===== src/rtl/trng_pkg.sv =====
`default_nettype none
// ============================================================================
// Module      : trng_pkg
// Description : Shared types and width helpers for the entropy collector.
// Revision    : 1.0 - initial release
// ============================================================================
package trng_pkg;

    typedef enum logic [0:0] {
        P_IDLE  = 1'b0,
        P_HAVE1 = 1'b1
    } pair_state_t;

    localparam int REP_CNT_W = 8;

    function automatic int lvl_width(input int depth);
        return $clog2(depth) + 1;
    endfunction

endpackage
`default_nettype wire


===== src/rtl/sync_fifo.sv =====
`default_nettype none
// ============================================================================
// Module      : sync_fifo
// Description : First-word-fall-through FIFO with level and full/empty flags.
// Revision    : 1.0 - initial release
// ============================================================================
module sync_fifo
    import trng_pkg::*;
#(
    parameter int WIDTH = 32,
    parameter int DEPTH = 4
) (
    input  logic                        clk,
    input  logic                        rst,
    input  logic                        push,
    input  logic [WIDTH-1:0]            push_data,
    input  logic                        pop,
    output logic [WIDTH-1:0]            rd_data,
    output logic                        empty,
    output logic                        full,
    output logic [lvl_width(DEPTH)-1:0] level
);

    localparam int ADDR_W = $clog2(DEPTH);
    localparam int LVL_W  = lvl_width(DEPTH);

    logic [WIDTH-1:0]  r_mem [DEPTH];
    logic [ADDR_W-1:0] r_wr_ptr;
    logic [ADDR_W-1:0] r_rd_ptr;
    logic [LVL_W-1:0]  r_level;
    logic              w_do_pop;
    logic              w_do_push;

    assign empty     = (r_level == '0);
    assign full      = (r_level == LVL_W'(DEPTH));
    assign w_do_pop  = pop & ~empty;
    // A push into a full FIFO still lands when the head is leaving this cycle
    assign w_do_push = push & (~full | w_do_pop);
    assign rd_data   = empty ? '0 : r_mem[r_rd_ptr];
    assign level     = r_level;

    always_ff @(posedge clk) begin
        if (w_do_push) begin
            r_mem[r_wr_ptr] <= push_data;
        end
    end

    always_ff @(posedge clk) begin
        if (rst) begin
            r_wr_ptr <= '0;
            r_rd_ptr <= '0;
            r_level  <= '0;
        end else begin
            if (w_do_push) begin
                r_wr_ptr <= r_wr_ptr + 1'b1;
            end
            if (w_do_pop) begin
                r_rd_ptr <= r_rd_ptr + 1'b1;
            end
            if (w_do_push && !w_do_pop) begin
                r_level <= r_level + 1'b1;
            end else if (!w_do_push && w_do_pop) begin
                r_level <= r_level - 1'b1;
            end
        end
    end

endmodule
`default_nettype wire


===== src/rtl/entropy_collector.sv =====
`default_nettype none
// ============================================================================
// Module      : entropy_collector
// Description : Repetition health test, Von Neumann debiaser and word packer
//               feeding a FWFT FIFO for the bus-side reader.
// Revision    : 1.0 - initial release
// ============================================================================
module entropy_collector
    import trng_pkg::*;
#(
    parameter int WORD_WIDTH = 32,
    parameter int FIFO_DEPTH = 4,
    parameter int REP_LIMIT  = 31
) (
    input  logic                             clk,
    input  logic                             rst,
    input  logic                             en_i,
    input  logic                             bit_valid_i,
    input  logic                             bit_i,
    input  logic                             clear_i,
    output logic [WORD_WIDTH-1:0]            word_o,
    output logic                             word_valid_o,
    input  logic                             word_ready_i,
    output logic [lvl_width(FIFO_DEPTH)-1:0] level_o,
    output logic                             alarm_o,
    output logic                             overflow_o
);

    localparam int CNT_W = $clog2(WORD_WIDTH);
    localparam logic [REP_CNT_W-1:0] c_rep_limit = REP_CNT_W'(REP_LIMIT);
    localparam logic [CNT_W-1:0]     c_last_pos  = CNT_W'(WORD_WIDTH - 1);

    pair_state_t            r_state;
    logic                   r_first;
    logic                   r_last;
    logic [REP_CNT_W-1:0]   r_rep_cnt;
    logic                   r_alarm;
    logic                   r_overflow;
    logic [CNT_W-1:0]       r_count;
    logic [WORD_WIDTH-1:0]  r_word;

    logic                   w_accept;
    logic [REP_CNT_W-1:0]   w_rep_next;
    logic                   w_emit;
    logic                   w_push;
    logic [WORD_WIDTH-1:0]  w_word;
    logic                   w_fifo_empty;
    logic                   w_fifo_full;
    logic                   w_pop;
    logic                   w_drop;

    assign w_accept = bit_valid_i & en_i & ~r_alarm;

    always_comb begin
        w_rep_next = r_rep_cnt;
        if (r_rep_cnt == '0 || bit_i != r_last) begin
            w_rep_next = REP_CNT_W'(1);
        end else if (r_rep_cnt != c_rep_limit) begin
            w_rep_next = r_rep_cnt + 1'b1;
        end
    end

    // Pairs 01 and 10 emit the first bit of the pair; 00 and 11 emit nothing
    assign w_emit = w_accept & ~clear_i & (r_state == P_HAVE1) & (r_first != bit_i);
    assign w_push = w_emit & (r_count == c_last_pos);

    always_comb begin
        w_word          = r_word;
        w_word[r_count] = r_first;
    end

    assign w_pop        = word_valid_o & word_ready_i;
    assign w_drop       = w_push & w_fifo_full & ~w_pop;
    assign word_valid_o = ~w_fifo_empty;
    assign alarm_o      = r_alarm;
    assign overflow_o   = r_overflow;

    always_ff @(posedge clk) begin
        if (rst) begin
            r_rep_cnt <= '0;
            r_last    <= 1'b0;
            r_alarm   <= 1'b0;
        end else if (clear_i) begin
            r_rep_cnt <= '0;
            r_alarm   <= 1'b0;
        end else if (!en_i) begin
            r_rep_cnt <= '0;
        end else if (w_accept) begin
            r_rep_cnt <= w_rep_next;
            r_last    <= bit_i;
            if (w_rep_next == c_rep_limit) begin
                r_alarm <= 1'b1;
            end
        end
    end

    always_ff @(posedge clk) begin
        if (rst) begin
            r_overflow <= 1'b0;
        end else if (clear_i) begin
            r_overflow <= 1'b0;
        end else if (w_drop) begin
            r_overflow <= 1'b1;
        end
    end

    always_ff @(posedge clk) begin
        if (rst) begin
            r_state <= P_IDLE;
            r_first <= 1'b0;
        end else if (clear_i || !en_i) begin
            r_state <= P_IDLE;
        end else if (w_accept) begin
            case (r_state)
                P_IDLE: begin
                    r_first <= bit_i;
                    r_state <= P_HAVE1;
                end
                default: begin
                    r_state <= P_IDLE;
                end
            endcase
        end
    end

    always_ff @(posedge clk) begin
        if (rst) begin
            r_count <= '0;
            r_word  <= '0;
        end else if (!en_i) begin
            r_count <= '0;
        end else if (w_emit) begin
            r_word  <= w_word;
            r_count <= w_push ? '0 : r_count + 1'b1;
        end
    end

    sync_fifo #(
        .WIDTH (WORD_WIDTH),
        .DEPTH (FIFO_DEPTH)
    ) u_fifo (
        .clk       (clk),
        .rst       (rst),
        .push      (w_push),
        .push_data (w_word),
        .pop       (w_pop),
        .rd_data   (word_o),
        .empty     (w_fifo_empty),
        .full      (w_fifo_full),
        .level     (level_o)
    );

endmodule
`default_nettype wire


===== config.mk =====
export PLATFORM = sky130hd
export DESIGN_NAME = entropy_collector
export DESIGN_NICKNAME = d
export VERILOG_FILES = /design/src/rtl/trng_pkg.sv /design/src/rtl/sync_fifo.sv /design/src/rtl/entropy_collector.sv
export SDC_FILE = /design/constraint.sdc
export NUM_CORES = 1
export LEC_CHECK = 0
export ABC_AREA = 1
export CAP_MARGIN = 20
export CORE_ASPECT_RATIO = 2
export CORE_MARGIN = 2
export CORE_UTILIZATION = 62
export CTS_BUF_LIST = sky130_fd_sc_hd__clkbuf_8
export DETAILED_ROUTE_END_ITERATION = 16
export PLACE_DENSITY = 0.81
export SYNTH_ARGS = -nofsm -noshare
export SYNTH_HDL_FRONTEND = slang
export SYNTH_SLANG_ARGS = --single-unit
export TNS_END_PERCENT = 50

===== constraint.sdc =====
create_clock -name clk -period 4 [get_ports clk]
set_clock_uncertainty 0.2 [all_clocks]
set_input_delay 1 -clock clk [delete_from_list [all_inputs] [get_ports clk]]
set_output_delay 1 -clock clk [all_outputs]
set_load 0.01 [all_outputs]

* Word-level counts from Yosys, hierarchy flattened *
Memories as Yosys holds them, arrays and structs flattened. A register that Yosys moved wholly into a read port is not among the register bits.
Index checks and enable logic that the tools add are counted.

cells by class
  $add $sub $neg = 6
  magnitude comparators = 2
  eq/ne operators = 6
  mux-type cells = 14
  bitwise operators = 20
  reduce and logical (&&, ||, !) cells = 19

operators with widths
  operator                                                     count
  bitwise mux 32 bit                                           1
  2-to-1 mux 32 bit                                            1
  2-to-1 mux 8 bit                                             2
  bitwise AND 1 bit                                            11
  AND reduction 3 bit                                          3
  adder 8 x 1 -> 8 bit (second input constant)                 1
  == test 8 x 5 -> 1 bit (second input constant)               1
  logical NOT 8 bit                                            1
  != test 8 x 5 -> 1 bit (second input constant)               1
  NOT 1 bit                                                    8
  less-than comparator 5 x 6 -> 1 bit (second input constant)  1
  2-to-1 mux 3 bit                                             2
  OR reduction 2 bit                                           3
  adder 5 x 1 -> 5 bit (second input constant)                 1
  demux 1 bit (select 5 bit)                                   1
  == test 5 bit (second input constant)                        1
  >= comparator 5 x 1 -> 1 bit (second input constant)         1
  2-to-1 mux 5 bit                                             1
  adder 2 x 1 -> 2 bit (second input constant)                 2
  2-to-1 mux 1 bit                                             4
  2-to-1 mux 2 bit                                             2
  adder 3 x 1 -> 3 bit (second input constant)                 1
  == test 3 bit (second input constant)                        1
  logical AND 1 bit                                            3
  9 further kinds                                              13

word-level totals
  register bits after elaboration = 57
  bits in writable memories = 128
  output and inout port bits = 38
  memories kept = 1

memories
  memory        depth  width  read ports  clocked after memory_dff  wr ports  line             text
  u_fifo.r_mem  4      32     1           1                         1         sync_fifo.sv:27  logic [WIDTH-1:0] r_mem [DEPTH];

* Logic depth before layout (Yosys ltp) *
  depth after elaboration = 11
  gate-level depth with buffers = 17
  mapped depth without buffers = 16

* Hierarchy *
From an unflattened synthesis, not the netlist that was laid out.

unflattened totals
  cells, all modules = 861
  area total of the unflattened synthesis = 8214.1 µm²

modules (own cells, without submodules)
  module             times used  cells an instance  area an instance (µm²)  seq. area each (µm²)
  sync_fifo          1           449                5459.0                  4023.9
  entropy_collector  1           412                2755.1                  1001.0

* Worst setup path before layout *
OpenSTA, ideal clock, no wires.

  path type = input-to-reg
  start point = input en_i
  end point = memory u_fifo.r_mem[0][0] (enable)
  setup time = 0.421 ns
  data arrival time = 3.053 ns
  required time = 3.379 ns
  setup slack = 0.326 ns
  stages on the path = 6
  path buffers = 0
  cell sequence = nand3_1 > nor2_1 > nand2_1 > nor2_1 > nand2_1 > nor2_1

between the ends
  word-level cells in the longest chain between the ends = 9

ends and longest elaborated chain
  item                                    line                     text
  from (decl)                             entropy_collector.sv:17  input logic en_i,
  bitwise AND 1 bit (2 in series)         entropy_collector.sv:52  assign w_accept = bit_valid_i & en_i & ~r_alarm;
  bitwise AND 1 bit (3 in series)         entropy_collector.sv:64  assign w_emit = w_accept & ~clear_i & (r_state == P_HAVE1) & (r_first != bit_i);
  bitwise AND 1 bit                       entropy_collector.sv:65  assign w_push = w_emit & (r_count == c_last_pos);
  bitwise AND 1 bit                       sync_fifo.sv:38          assign w_do_push = push & (~full | w_do_pop);
  2-to-1 mux 1 bit                        sync_fifo.sv:43          if (w_do_push) begin
  2-to-1 mux 1 bit (implied by the code)  sync_fifo.sv:44          r_mem[r_wr_ptr] <= push_data;
  to (decl)                               sync_fifo.sv:27

Every way passes these cells.

==> results_dict.tcl <==
set metrics [dict create \
    setup_violations 0 \
    path_common_cell "nor2_1" \
    slowest_delay_ns 0.60 \
    synth_area_um2 8030 \
    synth_fa_ha_area_share_pct 2.12 \
    p_per_area_nw_per_um2 548 \
    fin_cells 1046 \
    synth_seq_cells 187 \
    period_minus_slack_ns 3.75 \
    crit_end "word_o[11]" \
    grt_first_pass_wirelength_um 28500 \
    cts_setup_buffers 0 \
    endpoint_kind "output port" \
    wl_per_cell_um 16.7 \
    nets 903 \
    worstSetupPathType "reg -> out" \
    setup_tns_ns 0 \
    cp_slowest_cell "clkdlybuf4s50_1" \
    first_global_vias 6205 \
    ios 45 \
    gp_congestion 0.870 \
    yosysWarningCount 0 \
    placed_cells 1014 \
    maxSlewViolCount 0 \
    synth_simple_gate_area_share_pct 17.3 \
    syn_inst 850 \
    core-area_um2 12600 \
    cts_tree "done" \
    h-tree-depth 4 \
    cap_violations 0 \
    cp.depth 6 \
    crit_family "buffers and inverters" \
    cts.sinks 187 \
    hold_viol_final 0 \
    final_layout_size_suffix_gt1_share_pct 6.92 \
    grt_max_degree 65 \
    startpoint_type "flip-flop" \
    worst-path-buf-inv 2 \
    drtIter0Drc 471 \
    slew_headroom_pct 31.4 \
    reg2reg_to "u_fifo.level[2]" \
    status "finished clean" \
    antenna_cells 0 \
    crit_chain "buf_4 -> nor2_1 -> nor2_1 -> o21ai_0 -> a21oi_1 -> clkdlybuf4s50_1" \
    rsz0062_at_grt "no" \
    synth_top_family_by_area "simple AND/OR/NAND/NOR gates" \
    drt_first_pass_iters 6 \
    syn_to_final_growth_pct 13.0 \
    final_util_pct 71.9 \
    dp_hpwl_um 11100 \
    required_ns 2.80 \
    die_h_um 165 \
    dieArea_um2 13900 \
    cts_made_buffers 17 \
    critPathArrivalTime_ns 2.55 \
    fin_crit_sh_pct 93.8 \
    fmax_ghz 0.266 \
    start_util_pct 63.6 \
    synth-compound-area-share_pct 13.1 \
    r2r-start "r_count[0]" \
    synth_mux_area_share_pct 0 \
    avgViaCountPerCell 5.85 \
    clkLatencyLatePin_ns 0.46 \
    syn_avg_cell_area_um2 9.45 \
    die_x_um 84.5 \
    io_buffers 44 \
    r2r_cells 16 \
    worst_setup_hold_path_clk_slew_ns 0.10 \
    gr-total-overflow 0 \
    clockBufferDepth 2 \
    grt_use_total_pct 26.2 \
    cp_max_fo 64 \
    synth_fp_nets 870 \
    hp-class "reg -> reg" \
    peakVddDrop_uv 619 \
    num_vias 6124 \
    synthDistinctLibCells 30 \
    tightest_slew_ns 1.03 \
    leakage_nw 3.18 \
    antenna_found_initial 0 \
    r2r_slack_ns 1.00 \
    root_buffer "clkbuf_8" \
    synth_xor_area_share_pct 0.545 \
    nFillCells 911 \
    wl_um 17500 \
    ant_nets 0 \
    ys_seq_area_share_pct 62.6 \
    rows 58 \
    drc 0 \
]
registers in the layout, summed over array words and instances (netlist names), named ones only:
signal	count
alarm_o	1
overflow_o	1
r_count	5
r_first	1
r_last	1
r_rep_cnt	8
r_state	1
r_word	32
u_fifo.level	3
u_fifo.r_mem	128
u_fifo.r_rd_ptr	2
u_fifo.r_wr_ptr	2
cell usage after synthesis:
cell type / instances / area [um^2]
a211oi_1: 5 / 37.5
a21oi_1: 61 / 305
a311oi_1: 1 / 8.76
a31oi_1: 8 / 50.1
buf_1: 8 / 30.0
buf_2: 7 / 35.0
buf_4: 1 / 7.51
clkbuf_1: 28 / 105
clkinv_1: 1 / 3.75
dfxtp_1: 59 / 1180
edfxtp_1: 128 / 3840
fa_1: 1 / 20.0
ha_1: 12 / 150
inv_1: 40 / 150
inv_2: 5 / 18.8
nand2_1: 96 / 360
nand3_1: 12 / 60.1
nand4_1: 6 / 37.5
nor2_1: 226 / 848
nor2_2: 2 / 12.5
nor3_1: 3 / 15.0
nor3_2: 4 / 40.0
nor3b_1: 1 / 7.51
o21ai_0: 108 / 541
o21ai_1: 19 / 95.1
o21ba_2: 1 / 10.0
o21bai_1: 1 / 7.51
or2_2: 1 / 6.26
xnor2_1: 1 / 8.76
xor2_1: 4 / 35.0
stage by stage:
stage	instance area, um^2	hold WS, ns	power, W	setup WS [ns]
floorplan	8030	0.236	0.00284	0.326
CTS	9070	0.271	0.00500	0.245
detailed placement	8620	0.256	0.00363	0.384
finish	9070	0.272	0.00497	0.247
global route	9070	0.294	0.00519	0.0485
global placement	8590	0.251	0.00358	0.511
where the power goes:
group / leakage (nW) / switching (W) / total [W] / internal [W]
Sequential: 1.54 / 0.0000273 / 0.00210 / 0.00207
Combinational: 1.41 / 0.000805 / 0.00148 / 0.000672
Clock: 0.230 / 0.000650 / 0.00140 / 0.000748
cell families (layout without fill, tap and decap cells):
kind of cell             after synthesis  count (layout)
flip-flops                           187             187
adder cells (fa/ha/maj)               13              13
XOR/XNOR                               5               5
AND/OR/NAND/NOR                      351             351
AO/OA/AOI/OAI                        204             204
buffers and inverters                 90             136
layout by cell type, fill, tap and decap left out, types with 2 or more instances in the layout:
cell	count
nor2_2	6
ha_1	12
a21oi_1	61
clkbuf_8	17
nand4_1	6
inv_1	42
dfxtp_1	58
inv_8	2
nand3_1	12
a211oi_1	5
nor3_2	4
clkdlybuf4s50_1	44
clkinvlp_4	2
nor2_1	222
a31oi_1	8
o21ai_1	19
inv_2	5
inv_6	2
xor2_1	4
nand2_1	96
o21ai_0	108
edfxtp_1	128
bufinv_16	5
nor3_1	3
buf_4	13
clkinv_2	2
worst reg2reg max path, cell delays in order, from the launching register on:
cell and delay [ns]:
dfxtp_1 0.41, ha_1 0.42, inv_1 0.14, nor2_1 0.22, ha_1 0.19, inv_1 0.08, nor2_1 0.14, nand2_1 0.08
inv_1 0.06, ha_1 0.13, inv_1 0.07, fa_1 0.38, nor2_1 0.11, nor2_1 0.04, nand2_1 0.07, o21ai_0 0.07
a21oi_1 0.13
worst min-delay path by stage:
| stage | cells after the start | from | endpoint |
|---|---|---|---|
| floorplan | 2 | u_fifo.r_rd_ptr[1] | flip-flop |
| global placement | 2 | u_fifo.r_rd_ptr[1] | flip-flop |
| detailed placement | 2 | r_word[12] | r_word[12] |
| CTS | 2 | r_word[12] | r_word[12] |
| global route | 1 | u_fifo.r_rd_ptr[0] | flip-flop |
| finish | 2 | r_word[12] | r_word[12] |
area by class of cell:
| cell class | instances | area [um^2] | area share (%) |
|---|---|---|---|
| timing repair buffer | 58 | 566 | 6.23 |
| tap | 150 | 188 | 2.07 |
| sequential | 187 | 5030 | 55.4 |
| inverter | 46 | 174 | 1.92 |
| clock buffer | 17 | 234 | 2.58 |
| clock inverter | 15 | 221 | 2.44 |
| multi-input combinational | 573 | 2670 | 29.4 |
per-layer routing:
layer / share of wire (%) / GRT usage (%) / vias to the layer above
li1: - / - / 2937
met1: 36 / 27.0 / 2936
met2: 57 / 49.5 / 209
met3: 4.2 / 5.45 / 42
met4: 3.2 / 12.5 / 0
met5: 0 / 0 / -
what timing repair did:
action	4_1_cts	5_1_grt
hold buffers	0	0
resized for setup	1	0
endpoints found under the setup margin	15	0
(Power assumes the default switching activity.)
